$ cat src/rtl/multicycle_controller.sv
// Multicycle RISC-V style control unit.
// A Moore FSM sequences each instruction class through its phases; the
// datapath controls are registered alongside the state so they change
// cleanly on the clock edge. Write enables are gated by reset_n so nothing
// is written while reset is held, even though the reset state is FETCH.
//
// state    | meaning
// ---------+--------------------------------------------------
// FETCH    | read instruction, PC <= PC + 4
// DECODE   | read registers, compute branch/jump target
// MEMADR   | compute load/store address
// MEMREAD  | read data memory at ALUOut
// MEMWB    | write loaded data to register file
// MEMWRITE | write RD2 to data memory at ALUOut
// EXECUTER | register-register ALU operation
// ALUWB    | write ALU result to register file
// EXECUTEI | register-immediate ALU operation
// JAL      | PC <= target, compute link address
// BEQ      | compare operands, branch if zero
module multicycle_controller (
  input  logic       clk,
  input  logic       reset_n,
  input  logic [6:0] op,
  input  logic [2:0] funct3,
  input  logic       funct7b5,
  input  logic       zero,
  output logic       pcwrite,
  output logic       adrsrc,
  output logic       memwrite,
  output logic       irwrite,
  output logic       regwrite,
  output logic [1:0] resultsrc,
  output logic [1:0] alusrca,
  output logic [1:0] alusrcb,
  output logic [1:0] immsrc,
  output logic [2:0] alucontrol,
  output logic [3:0] state
);

  typedef enum logic [3:0] {
    S_FETCH    = 4'd0,
    S_DECODE   = 4'd1,
    S_MEMADR   = 4'd2,
    S_MEMREAD  = 4'd3,
    S_MEMWB    = 4'd4,
    S_MEMWRITE = 4'd5,
    S_EXECUTER = 4'd6,
    S_ALUWB    = 4'd7,
    S_EXECUTEI = 4'd8,
    S_JAL      = 4'd9,
    S_BEQ      = 4'd10
  } state_t;

  localparam logic [6:0] OP_LW   = 7'b0000011;
  localparam logic [6:0] OP_SW   = 7'b0100011;
  localparam logic [6:0] OP_RTYP = 7'b0110011;
  localparam logic [6:0] OP_ITYP = 7'b0010011;
  localparam logic [6:0] OP_JAL  = 7'b1101111;
  localparam logic [6:0] OP_BEQ  = 7'b1100011;

  state_t     state_q, state_d;
  logic       pcupdate_q, pcupdate_d;
  logic       branch_q, branch_d;
  logic       adrsrc_q, adrsrc_d;
  logic       memwrite_q, memwrite_d;
  logic       irwrite_q, irwrite_d;
  logic       regwrite_q, regwrite_d;
  logic [1:0] resultsrc_q, resultsrc_d;
  logic [1:0] alusrca_q, alusrca_d;
  logic [1:0] alusrcb_q, alusrcb_d;
  logic [1:0] aluop_q, aluop_d;

  // Next-state selection; unused encodings recover to FETCH.
  always_comb begin
    state_d = S_FETCH;
    case (state_q)
      S_FETCH:  state_d = S_DECODE;
      S_DECODE: begin
        case (op)
          OP_LW, OP_SW: state_d = S_MEMADR;
          OP_RTYP:      state_d = S_EXECUTER;
          OP_ITYP:      state_d = S_EXECUTEI;
          OP_JAL:       state_d = S_JAL;
          OP_BEQ:       state_d = S_BEQ;
          default:      state_d = S_FETCH;
        endcase
      end
      S_MEMADR:   state_d = (op == OP_LW) ? S_MEMREAD : S_MEMWRITE;
      S_MEMREAD:  state_d = S_MEMWB;
      S_EXECUTER: state_d = S_ALUWB;
      S_EXECUTEI: state_d = S_ALUWB;
      S_JAL:      state_d = S_ALUWB;
      default:    state_d = S_FETCH;
    endcase
  end

  // Moore output decode of the state being entered, so the registered
  // controls line up with state_q after the edge.
  always_comb begin
    pcupdate_d  = 1'b0;
    branch_d    = 1'b0;
    adrsrc_d    = 1'b0;
    memwrite_d  = 1'b0;
    irwrite_d   = 1'b0;
    regwrite_d  = 1'b0;
    resultsrc_d = 2'b00;
    alusrca_d   = 2'b00;
    alusrcb_d   = 2'b00;
    aluop_d     = 2'b00;
    case (state_d)
      S_FETCH: begin
        irwrite_d   = 1'b1;
        pcupdate_d  = 1'b1;
        alusrcb_d   = 2'b10;
        resultsrc_d = 2'b10;
      end
      S_DECODE: begin
        alusrca_d = 2'b01;
        alusrcb_d = 2'b01;
      end
      S_MEMADR: begin
        alusrca_d = 2'b10;
        alusrcb_d = 2'b01;
      end
      S_MEMREAD: adrsrc_d = 1'b1;
      S_MEMWB: begin
        resultsrc_d = 2'b01;
        regwrite_d  = 1'b1;
      end
      S_MEMWRITE: begin
        adrsrc_d   = 1'b1;
        memwrite_d = 1'b1;
      end
      S_EXECUTER: begin
        alusrca_d = 2'b10;
        aluop_d   = 2'b10;
      end
      S_EXECUTEI: begin
        alusrca_d = 2'b10;
        alusrcb_d = 2'b01;
        aluop_d   = 2'b10;
      end
      S_ALUWB: regwrite_d = 1'b1;
      S_BEQ: begin
        alusrca_d = 2'b10;
        aluop_d   = 2'b01;
        branch_d  = 1'b1;
      end
      S_JAL: begin
        alusrca_d  = 2'b01;
        alusrcb_d  = 2'b10;
        pcupdate_d = 1'b1;
      end
      default: ;
    endcase
  end

  // State and control registers; reset lands in FETCH with FETCH controls.
  always_ff @(posedge clk or negedge reset_n) begin
    if (!reset_n) begin
      state_q     <= S_FETCH;
      pcupdate_q  <= 1'b1;
      branch_q    <= 1'b0;
      adrsrc_q    <= 1'b0;
      memwrite_q  <= 1'b0;
      irwrite_q   <= 1'b1;
      regwrite_q  <= 1'b0;
      resultsrc_q <= 2'b10;
      alusrca_q   <= 2'b00;
      alusrcb_q   <= 2'b10;
      aluop_q     <= 2'b00;
    end else begin
      state_q     <= state_d;
      pcupdate_q  <= pcupdate_d;
      branch_q    <= branch_d;
      adrsrc_q    <= adrsrc_d;
      memwrite_q  <= memwrite_d;
      irwrite_q   <= irwrite_d;
      regwrite_q  <= regwrite_d;
      resultsrc_q <= resultsrc_d;
      alusrca_q   <= alusrca_d;
      alusrcb_q   <= alusrcb_d;
      aluop_q     <= aluop_d;
    end
  end

  // ALU operation from aluop, refined by funct3 for ALU-class instructions.
  always_comb begin
    alucontrol = 3'b000;
    case (aluop_q)
      2'b01: alucontrol = 3'b001;
      2'b10: begin
        case (funct3)
          3'b000:  alucontrol = ({op[5], funct7b5} == 2'b11) ? 3'b001 : 3'b000;
          3'b010:  alucontrol = 3'b101;
          3'b100:  alucontrol = 3'b100;
          3'b110:  alucontrol = 3'b011;
          3'b111:  alucontrol = 3'b010;
          default: alucontrol = 3'b000;
        endcase
      end
      default: alucontrol = 3'b000;
    endcase
  end

  // Immediate format follows the opcode directly.
  always_comb begin
    immsrc = 2'b00;
    case (op)
      OP_SW:   immsrc = 2'b01;
      OP_BEQ:  immsrc = 2'b10;
      OP_JAL:  immsrc = 2'b11;
      default: immsrc = 2'b00;
    endcase
  end

  // Enables are forced low while reset is held; branch resolves with zero
  // in the same cycle.
  assign pcwrite   = reset_n & (pcupdate_q | (branch_q & zero));
  assign irwrite   = reset_n & irwrite_q;
  assign regwrite  = reset_n & regwrite_q;
  assign memwrite  = reset_n & memwrite_q;
  assign adrsrc    = adrsrc_q;
  assign resultsrc = resultsrc_q;
  assign alusrca   = alusrca_q;
  assign alusrcb   = alusrcb_q;
  assign state     = state_q;

endmodule

$ cat config.mk
export PLATFORM = sky130hd
export DESIGN_NAME = multicycle_controller
export DESIGN_NICKNAME = d
export VERILOG_FILES = /design/src/rtl/multicycle_controller.sv
export SDC_FILE = /design/constraint.sdc
export NUM_CORES = 1
export LEC_CHECK = 0
export BUFFER_PORTS_ARGS = -buffer_cell sky130_fd_sc_hd__clkbuf_2
export CAP_MARGIN = 10
export CORE_MARGIN = 1.5
export CORE_UTILIZATION = 51
export DETAILED_ROUTE_END_ITERATION = 10
export GPL_ROUTABILITY_DRIVEN = 0
export PLACE_DENSITY = 0.83
export REMOVE_ABC_BUFFERS = 1
export SYNTH_ARGS = -nofsm -noshare
export SYNTH_HDL_FRONTEND = slang
export SYNTH_SLANG_ARGS = --single-unit
$ cat constraint.sdc
create_clock -name clk -period 3.3 [get_ports clk]
set_clock_uncertainty 0.2 [all_clocks]
set_input_delay 0.495 -clock clk [delete_from_list [all_inputs] [get_ports clk]]
set_output_delay 0.495 -clock clk [all_outputs]
set_load 0.05 [all_outputs]
==> results.toml <==
[critical_path]
crit_path_frequent_cell = "clkbuf_2"
start_kind = "input port"
cp_num_buf_inv = 3
required_ps = 2600
max_stage_delay_ps = 520
cp_cell_sequence = "dlygate4sd3_1, clkbuf_2, nor2b_1, clkbuf_2"
critPathKind = "input port to output pin"
crit_family = "buffers and inverters"
crit_path_end_kind = "output pin"
crit_arrival_ps = 1860
critPathSlowestCell = "dlygate4sd3_1"
crit_fanout = 20

[final_layout]
fin_nets = 139
n_fill_cell = 140
final_area_um2 = 1080
drive_above_1_share_pct = 38.52
final_cells = 138
utilization_pct = 69.26
syn_to_final_growth_pct = 21.72
antenna_cells = 0

[power_and_ir_drop]
p_per_area_nw_per_um2 = 871.3
ir_drop_mv = 0.5309
leakagePower_uw = 0.0005376
finalPower_uw = 940.8

[clock_network]
clockBufferDepth = 2
clock_sinks = 16
cts_root_buf = "clkbuf_4"
clkLatencyLatePin_ps = 280
cts_tree = "done"
post_cts_buffers = 0
numCtsBuffers = 3
clk_pin_slew_ps = 90
htreeDepth = 1

[global_routing]
antenna_found_initial = 0
grt_max_degree = 21
grt_pass1_vias = 670
track_usage_pct = 20.71
overflow = 0
grt_pass1_wl_mm = 3.015

[floorplanning]
die_w_um = 44.71
io_pins = 34
fp.dieArea_um2 = 1999
rows = 14
core_region_area_um2 = 1559
die_h_um = 44.71
initial_utilization_pct = 56.90

[timing]
finalSetupViolations = 0
finalSetupTns_ps = 0
rsz0062_at_grt = "no"
fin_crit_sh_pct = 77.57
max_freq_mhz = 390.7
finalHoldViolations = 0
maxSlewHeadroom_pct = 67.11
worst_pin_slew_ps = 488.9
drv_slew = 0
period_minus_slack_ps = 2560

[place]
dpl.hpwl_mm = 1.420
placedInstanceArea_um2 = 1033
dp.cells = 133
io_buffers = 33

[drt]
vias = 791
first_iter_violations = 12
via_per_inst = 5.732
routed_wl_mm = 1.847
dr.pass1.iters = 9
wire_per_inst_um = 13.38
drc = 2
drtAntennaViolNets = 0

[flow_run]
cap_violations = 0

[yosys]
ys_seq_area_share_pct = 45.56
netlist-cell-type-count = 40
syn_avg_cell_area_um2 = 9.967
synth_seq_cells = 16
ys.flop_type = "dfrtp_1"
synth-async-reset-ratio_pct = 100.0
syn_area_um2 = 887.1
syn_inst = 89
synth-edff-count = 0
yosys_warnings = 0

[hold_path]
hold_path_class = "input port to flop"

[run_status]
status = "finished with violations"
violations = "DRC"
==> sequential cells by signal, indices dropped and copies added, names as in the netlist <==
name,cells
alusrcb,2
alusrca,2
aluop_q,1
irwrite_q,1
adrsrc,1
state,4
memwrite_q,1
branch_q,1
regwrite_q,1
resultsrc,1
pcupdate_q,1
==> layer usage <==
metal | vias up | wire length (um) | GRT usage (%)
li1 | 392 | - | -
met1 | 366 | 763 | 26.37
met2 | 31 | 983 | 36.23
met3 | 2 | 74 | 2.400
met4 | 0 | 25 | 7.273
met5 | - | 0 | 0
==> cell families (layout without fill, tap and decap cells) <==
| logic type | count (synthesis) | count (layout) | share of synthesized area, % |
|---|---|---|---|
| buf+inv | 11 | 44 | 6.910 |
| mux | 1 | 1 | 1.128 |
| flops | 16 | 16 | 45.56 |
| fa+ha+maj | 2 | 2 | 2.820 |
| xor+xnor | 3 | 3 | 2.962 |
| simple gates | 38 | 38 | 25.39 |
| compound gates | 18 | 18 | 15.23 |
==> worst register-to-register path: stages, from the launching register on <==
cell and delay (ps):
dfrtp_1 510, nor3_4 280, and2_4 190, or3b_1 460, a21boi_1 200, o32ai_2 210
==> Yosys cell counts, types with 2 or more instances <==
cell / instances / share of area [%]
xnor2_1: 2 / 2.0
nor4_1: 2 / 1.4
and2_1: 3 / 2.1
a21oi_1: 4 / 2.3
inv_1: 6 / 2.5
nor2_1: 10 / 4.2
nand3_1: 2 / 1.1
a31oi_1: 2 / 1.4
o21ai_0: 3 / 1.7
nor3_1: 4 / 2.3
nand4_1: 2 / 1.4
o31ai_1: 2 / 1.7
nand2_1: 3 / 1.3
dfrtp_1: 13 / 37
a22o_2: 2 / 2.3
buf_6: 2 / 2.5
ha_1: 2 / 2.8
dfstp_2: 3 / 8.9
==> metrics by stage <==
stage,worst slack (ps),hold WS (ps)
final,740.3,308.4
after global routing,613.7,331.4
after CTS,713.7,300.5
after detailed placement,1068,248.6
after global placement,1141,239.7
after floorplan,390.6,-0.5910
==> cells in the final DEF (no fill, tap or decap), drive strengths merged, types with 3 or more instances in the layout <==
| master | instances |
|---|---|
| nand2 | 3 |
| nor3 | 5 |
| clkbuf | 37 |
| inv | 6 |
| dfstp | 3 |
| nor2 | 10 |
| a21oi | 4 |
| dfrtp | 13 |
| o21ai | 3 |
| and2 | 4 |
==> path summary, 6_finish.rpt <==
check                          from            to  slack (ps)  depth (start not counted)
setup / recovery            reset_n       pcwrite         740                          4
hold / removal                op[5]    alusrcb[0]         310                          2
setup reg to reg           state[1]    alusrcb[0]        1160                          5
hold reg to reg            state[0]  resultsrc[0]         450                          2
max in group asynchronous   reset_n    pcupdate_q        2100                          2
min in group asynchronous   reset_n    regwrite_q         470                          2
==> timing repair <==
action,CTS,global route
resized for setup,0,0
hold buffers,1,0
endpoints found under the hold margin,13,0
==> cell type report <==
cell class | instances | area, um^2 | area share, %
Timing Repair Buffer | 34 | 175.2 | 16.22
Inverter | 6 | 22.52 | 2.086
Multi-Input combinational cell | 62 | 421.7 | 39.05
Tap cell | 16 | 20.02 | 1.854
Sequential cell | 16 | 404.1 | 37.43
Clock buffer | 4 | 36.28 | 3.360
==> report_power, final <==
group	switching [uW]	internal, uW	leakage, uW
clock	63.4	67.2	0.0000210
combinational	337	149	0.000311
sequential	55.3	268	0.000205
Note: power is estimated with default switching activity, not from simulation.
